**config.mk**
```make
export PLATFORM = sky130hd
export DESIGN_NAME = register_scan_unit
export DESIGN_NICKNAME = d
export VERILOG_FILES = /design/src/rtl/register_scan_unit.sv
export SDC_FILE = /design/constraint.sdc
export NUM_CORES = 1
export LEC_CHECK = 0
export BUFFER_PORTS_ARGS = -buffer_cell sky130_fd_sc_hd__buf_2
export CAP_MARGIN = 10
export CORE_MARGIN = 5
export CORE_UTILIZATION = 50
export DETAILED_ROUTE_END_ITERATION = 10
export PLACE_DENSITY_LB_ADDON = 0.05
export SETUP_SLACK_MARGIN = 0.05
export SLEW_MARGIN = 10
export SYNTH_ARGS = -nofsm -noshare
export SYNTH_HDL_FRONTEND = slang
export SYNTH_SLANG_ARGS = --single-unit
export TNS_END_PERCENT = 1
```
**constraint.sdc**
```tcl
create_clock -name clk -period 2.05 [get_ports clk]
set_clock_uncertainty 0.2 [all_clocks]
set_input_delay 0.3075 -clock clk [delete_from_list [all_inputs] [get_ports clk]]
set_output_delay 0.3075 -clock clk [all_outputs]
set_load 0.03 [all_outputs]
```
**src/rtl/register_scan_unit.sv**
```systemverilog
// -----------------------------------------------------------------------------
// register_scan_unit
//
// Debug/dump reader for the 16 x 32-bit register file. On a start pulse it
// walks the file's two read ports one even/odd pair at a time (even register
// on port A, odd register on port B), snapshots each pair into local buffers
// and then streams the two values out over a valid/ready handshake, each
// tagged with its register index. It never touches the register file write
// side.
//
// Parameters
//   NUM_PAIRS   number of pairs scanned, starting from R0/R1 (1..8)
//
// Ports
//   clk         clock, rising edge active
//   reset_n     asynchronous active-low reset
//   start       begin a scan (sampled in IDLE only)
//   abort       terminate a scan, back to IDLE without a done pulse
//   port_a      register file read port A (combinational from a_select)
//   port_b      register file read port B (combinational from b_select)
//   a_select    {pair counter, 1'b0} to the register file
//   b_select    {pair counter, 1'b1} to the register file
//   out_data    value being offered
//   out_index   register number of out_data
//   out_valid   a value is offered
//   out_ready   sink accepts the offered value
//   busy        scan in progress (SELECT, EMIT_A, EMIT_B)
//   done        one-cycle pulse after the last transfer
//
// State table
//   state    | meaning
//   ---------+------------------------------------------------------------
//   S_IDLE   | waiting for start; counter and buffers keep last values
//   S_SELECT | selects driven from the pair counter; pair captured at exit
//   S_EMIT_A | offering buf_a (even register) until it is accepted
//   S_EMIT_B | offering buf_b (odd register); then next pair or DONE
//   S_DONE   | done pulse for one cycle, then IDLE
// -----------------------------------------------------------------------------
module register_scan_unit #(
    parameter int NUM_PAIRS = 8
) (
    input  logic        clk,
    input  logic        reset_n,
    input  logic        start,
    input  logic        abort,
    input  logic [31:0] port_a,
    input  logic [31:0] port_b,
    output logic [3:0]  a_select,
    output logic [3:0]  b_select,
    output logic [31:0] out_data,
    output logic [3:0]  out_index,
    output logic        out_valid,
    input  logic        out_ready,
    output logic        busy,
    output logic        done
);

    typedef enum logic [2:0] {
        S_IDLE   = 3'd0,
        S_SELECT = 3'd1,
        S_EMIT_A = 3'd2,
        S_EMIT_B = 3'd3,
        S_DONE   = 3'd4
    } state_t;

    localparam logic [2:0] LAST_PAIR = 3'(NUM_PAIRS - 1);

    state_t      state_q,  state_d;
    logic [2:0]  pair_q,   pair_d;
    logic [31:0] buf_a_q,  buf_a_d;
    logic [31:0] buf_b_q,  buf_b_d;
    logic        xfer;

    // ------------------------------------------------------------------
    // State register
    // ------------------------------------------------------------------
    always_ff @(posedge clk or negedge reset_n) begin
        if (!reset_n) begin
            state_q <= S_IDLE;
            pair_q  <= 3'd0;
            buf_a_q <= 32'd0;
            buf_b_q <= 32'd0;
        end else begin
            state_q <= state_d;
            pair_q  <= pair_d;
            buf_a_q <= buf_a_d;
            buf_b_q <= buf_b_d;
        end
    end

    // ------------------------------------------------------------------
    // Next-state logic
    // ------------------------------------------------------------------
    assign xfer = out_valid && out_ready;

    always_comb begin
        state_d = state_q;
        pair_d  = pair_q;
        buf_a_d = buf_a_q;
        buf_b_d = buf_b_q;

        case (state_q)
            S_IDLE: begin
                if (start) begin
                    state_d = S_SELECT;
                    pair_d  = 3'd0;
                end
            end

            S_SELECT: begin
                // Selects come straight from pair_q, so the read ports have
                // been settled for the whole cycle; this edge is the snapshot.
                state_d = S_EMIT_A;
                buf_a_d = port_a;
                buf_b_d = port_b;
            end

            S_EMIT_A: begin
                if (xfer) begin
                    state_d = S_EMIT_B;
                end
            end

            S_EMIT_B: begin
                if (xfer) begin
                    if (pair_q == LAST_PAIR) begin
                        state_d = S_DONE;
                    end else begin
                        pair_d  = pair_q + 3'd1;
                        state_d = S_SELECT;
                    end
                end
            end

            S_DONE: begin
                state_d = S_IDLE;
            end

            default: begin
                state_d = S_IDLE;
            end
        endcase

        // Abort overrides everything outside IDLE; counter and buffers are
        // left exactly as they were so a dump can still be inspected.
        if (abort && (state_q != S_IDLE)) begin
            state_d = S_IDLE;
            pair_d  = pair_q;
            buf_a_d = buf_a_q;
            buf_b_d = buf_b_q;
        end
    end

    // ------------------------------------------------------------------
    // Outputs
    // ------------------------------------------------------------------
    assign a_select = {pair_q, 1'b0};
    assign b_select = {pair_q, 1'b1};

    // Both data and index only change on state/buffer updates, so they stay
    // bit-stable while a beat is stalled. Outside EMIT_B they show the A side,
    // which is 0/0 out of reset.
    assign out_data  = (state_q == S_EMIT_B) ? buf_b_q  : buf_a_q;
    assign out_index = (state_q == S_EMIT_B) ? b_select : a_select;

    assign out_valid = (state_q == S_EMIT_A) || (state_q == S_EMIT_B);
    assign busy      = (state_q == S_SELECT) || out_valid;
    assign done      = (state_q == S_DONE);

endmodule

```
**Yosys cells after proc, flatten, opt, wreduce, memory -nomap -nowiden**

Cells that the tools add are included.

- Flip-flop bits (word level): 70
- Input port bits: 69
- Output and inout bits: 47

- $add $sub $neg: 1
- Equality and inequality tests: 11
- Multiplexer cells: 12
- Bitwise logic cells: 1
- Reductions and logical operators: 10

Operators with widths:

| cell | number |
|---|---|
| two-way mux 32 bit | 1 |
| two-way mux 3 bit | 8 |
| case mux 3 bit (4 select lines) | 1 |
| != test 3 bit, second input constant | 3 |
| equality test 3 x 2 -> 1 bit, second input constant | 2 |
| equality test 3 bit, second input constant | 2 |
| != test 2 bit, second input constant | 3 |
| case mux 3 bit (2 select lines) | 1 |
| AND reduction 5 bit | 1 |
| adder 3 x 1 -> 3 bit, second input constant | 1 |
| equality test 3 x 1 -> 1 bit, second input constant | 1 |
| zero test 3 bit | 1 |
| AND reduction 3 bit | 1 |
| nonzero test 3 bit | 1 |
| logical AND 1 bit | 2 |
| logical OR 1 bit | 2 |
| AND reduction 2 bit | 1 |
| nonzero test 2 bit | 1 |
| two-way mux 1 bit | 1 |
| inverter 1 bit | 1 |

**Logic depth before layout (Yosys ltp)**

- Word-level depth: 6
- Mapped depth: 6
- Depth with buffers taken out: 5

**Least setup slack after synthesis**

Ideal clock, no wire load.

- Path type: flip-flop to output port
- From: register state_q[2]
- To: output port out_data[25]
- Arrival: 1.601 ns
- Required time: 1.542 ns
- Setup slack: -0.058 ns
- Stages on the path, launching flop included: 6
- Cell sequence: dfrtp_1 > buf_2 > and3b_1 > buf_2 > buf_2 > mux2_2

- Cells in the longest elaborated chain, start to end: 2

Ends and longest elaborated chain:

| what | line | source |
|---|---|---|
| start, declared | 68 | `state_t state_q, state_d;` |
| start signal, assigned | 84 | `state_q <= state_d;` |
| equality test 3 x 2 -> 1 bit | 163 | `assign out_data = (state_q == S_EMIT_B) ? buf_b_q : buf_a_q;` |
| two-way mux 32 bit | 163 |  |
| end, declared | 50 | `output logic [31:0] out_data,` |

Every way passes these cells.

**Final worst setup path**

- From: register state_q[2]
- To: output port out_data[17]

The elaborated chain is that of the path after synthesis.

==> metrics.txt <==
Placed Area 3870 um^2; drt wl/cell 16.3 um; port buffer count 113; TritonCTS Buffers 9; Worst setup SP type flip-flop; Starting Density 0.511; # H-tree levels 3; clock buffer depth 2; share of cells above drive strength 1 0.592; vias in the first global route 2492; syn avg cell area 14.7 um^2; Worst Path Arrival 1690 ps; Commonest cells post-synth 85 x mux2_2, 70 x dfrtp_1, 12 x mux2_1; IO Count 116; antenna-violating nets left 0; clk sink count 70; CP Max Fanout 18; GRT Overall Usage 0.191; die height 90.4 um; Die Wd 90.4 um; FFs w/ async S/R, synth 1.00; vias post-DR 2347; Mapped Area 3230 um^2; Hold Vio Cnt, Final 0; Power Dens Cells 1520 nW/um^2; grt ovf 0; Post-synth EDFFs 0; top_reg_cell synth dfrtp_1; Distinct cells, synth 27; violated checks negative setup slack; setup bufs post-CTS 0; Crit. End Element output pin; dpl cells 398; DR pass1 iterations 4; Root Buffer clkbuf_8; Detailed Route WL 7540 um; fin nets 451; post-DR vias/cell 5.08; #FFs+latches synth 70; gpl congestion 0.768; worst hold-check path type input port to flip-flop; largest net degree at the start of global routing 71; share of the yosys chip area belonging to registers 0.542; critical path type flip-flop to output pin; Clock Pin Slew Worst Setup and Hold Paths 70 ps; area of the core 6310 um^2; Post-Syn Instances 219; Detail Placement HPWL 4540 um; initial antenna violation count 0; most frequent cell after synthesis mux2_2; FP Rows 29; Final min period 2200 ps; Warnings, synthesis 0; Fmax 454 MHz; final non-filler cell total 462; top cells by area, synth dfrtp_1 54%, mux2_2 30%, mux2_1 4.2%; MaxCap Viol Count 0; Yosys top cell by area dfrtp_1; fin area 4830 um^2; first-pass GRT wire length 12700 um; TNS Setup -4010 ps; CTS tree built; VDD IR max 978 uV; n_diodes 0; leakage 2.29 nW; area grow syn2layout 49.7%; Final Cycle Share 1.07; drt initial violations 55; Yosys top cell area share 0.542; DP Worst Slack 122 ps; RSZ-0062 raised after global routing true; R2R setup slack 150 ps; status finished with violations; Syn Nets 290; fin. max-slew vios 0; DRC 0; clk_lat worst skew 330 ps; die area 8170 um^2; Worst EP required 1540 ps; worst hold slack 10.8 ps; endpoints failing setup 32; Final WS setup -151 ps
[cell usage in the layout, fill, tap and decap left out, drive strengths merged]
cell type	netlist	layout
ha	2	2
a211o	1	1
clkinvlp	0	1
and3b	1	1
nor4b	3	3
inv	3	3
nand2b	2	2
mux2i	2	2
dfrtp	70	70
conb	2	2
a31oi	1	1
and3	3	3
dlygate4sd3	0	48
mux2	97	97
nand2	2	2
a21oi	1	1
buf	19	122
clkinv	0	3
clkbuf	1	10
bufinv	0	2
nor2b	1	1
nor2	2	2
nor3b	1	1
nand3	1	1
nor3	1	1
a21o	2	2
and2	1	1
[where the power goes]
part | switching [mW] | internal [mW]
sequential | 0.334 | 2.05
combinational | 1.75 | 2.00
clock | 0.521 | 0.684
[metal layers]
metal / track usage / share of wire / vias to the layer above / wire, um
met4: 0.0608 / 0.015 / 0 / 110
met5: 0 / 0 / - / 0
li1: - / - / 1092 / -
met3: 0.0758 / 0.072 / 13 / 545
met2: 0.296 / 0.48 / 84 / 3640
met1: 0.246 / 0.43 / 1158 / 3240
[critical path, stage by stage, from the launching register on]
cell and delay (ps):
dfrtp_1 370, and3b_2 300, buf_12 180, mux2_2 360
buf_6 140
[logic make-up after synthesis]
family                   Yosys count  synth area share
adder cells (fa/ha/maj)            2           0.00775
AO/OA/AOI/OAI                      5            0.0108
multiplexers                      99             0.344
buffers and inverters             23            0.0519
other                              2           0.00233
AND/OR/NAND/NOR                   18            0.0403
flip-flops                        70             0.542
[final cells by class]
type	count	area (um^2)
flip-flops and latches	70	1750
clock inverters	6	86.3
inverters	3	11.3
multi-input cells	126	1380
fillers	412	1480
clock buffers	10	128
repair buffers	170	1380
well taps	77	96.3
[flip-flops by register name (all words and copies together), names as in the netlist]
name / flops
buf_a_q: 32
buf_b_q: 32
pair_q: 3
state_q: 3
[through the flow]
step / power (mW) / utilization
finish: 7.34 / 0.766
global route: 7.78 / 0.766
CTS: 7.25 / 0.748
detailed placement: 5.39 / 0.613
global placement: 5.34 / 0.613
floorplan: 4.62 / -
[path summary, 6_finish.rpt]
| check | from | end | depth (start not counted) |
|---|---|---|---|
| min in group asynchronous | reset_n | buf_b_q[25]$_DFFE_PN0P_ | 3 |
| worst min-delay path | port_b[0] | buf_b_q[0]$_DFFE_PN0P_ | 2 |
| worst min register to register | buf_b_q[31]$_DFFE_PN0P_ | buf_b_q[31]$_DFFE_PN0P_ | 1 |
| worst max-delay path | state_q[2]$_DFFE_PN0P_ | out_data[17] | 4 |
| worst max register to register | pair_q[0]$_DFFE_PN0P_ | pair_q[2]$_DFFE_PN0P_ | 6 |
| max in group asynchronous | reset_n | pair_q[1]$_DFFE_PN0P_ | 3 |
[timing repair]
| action | CTS | global route |
|---|---|---|
| hold endpoints to repair | 112 | 5 |
| hold buffers | 43 | 5 |
| endpoints found under the setup margin | 32 | 35 |
| gates resized for setup | 66 | 16 |
Power figures use the tool's default switching activity.
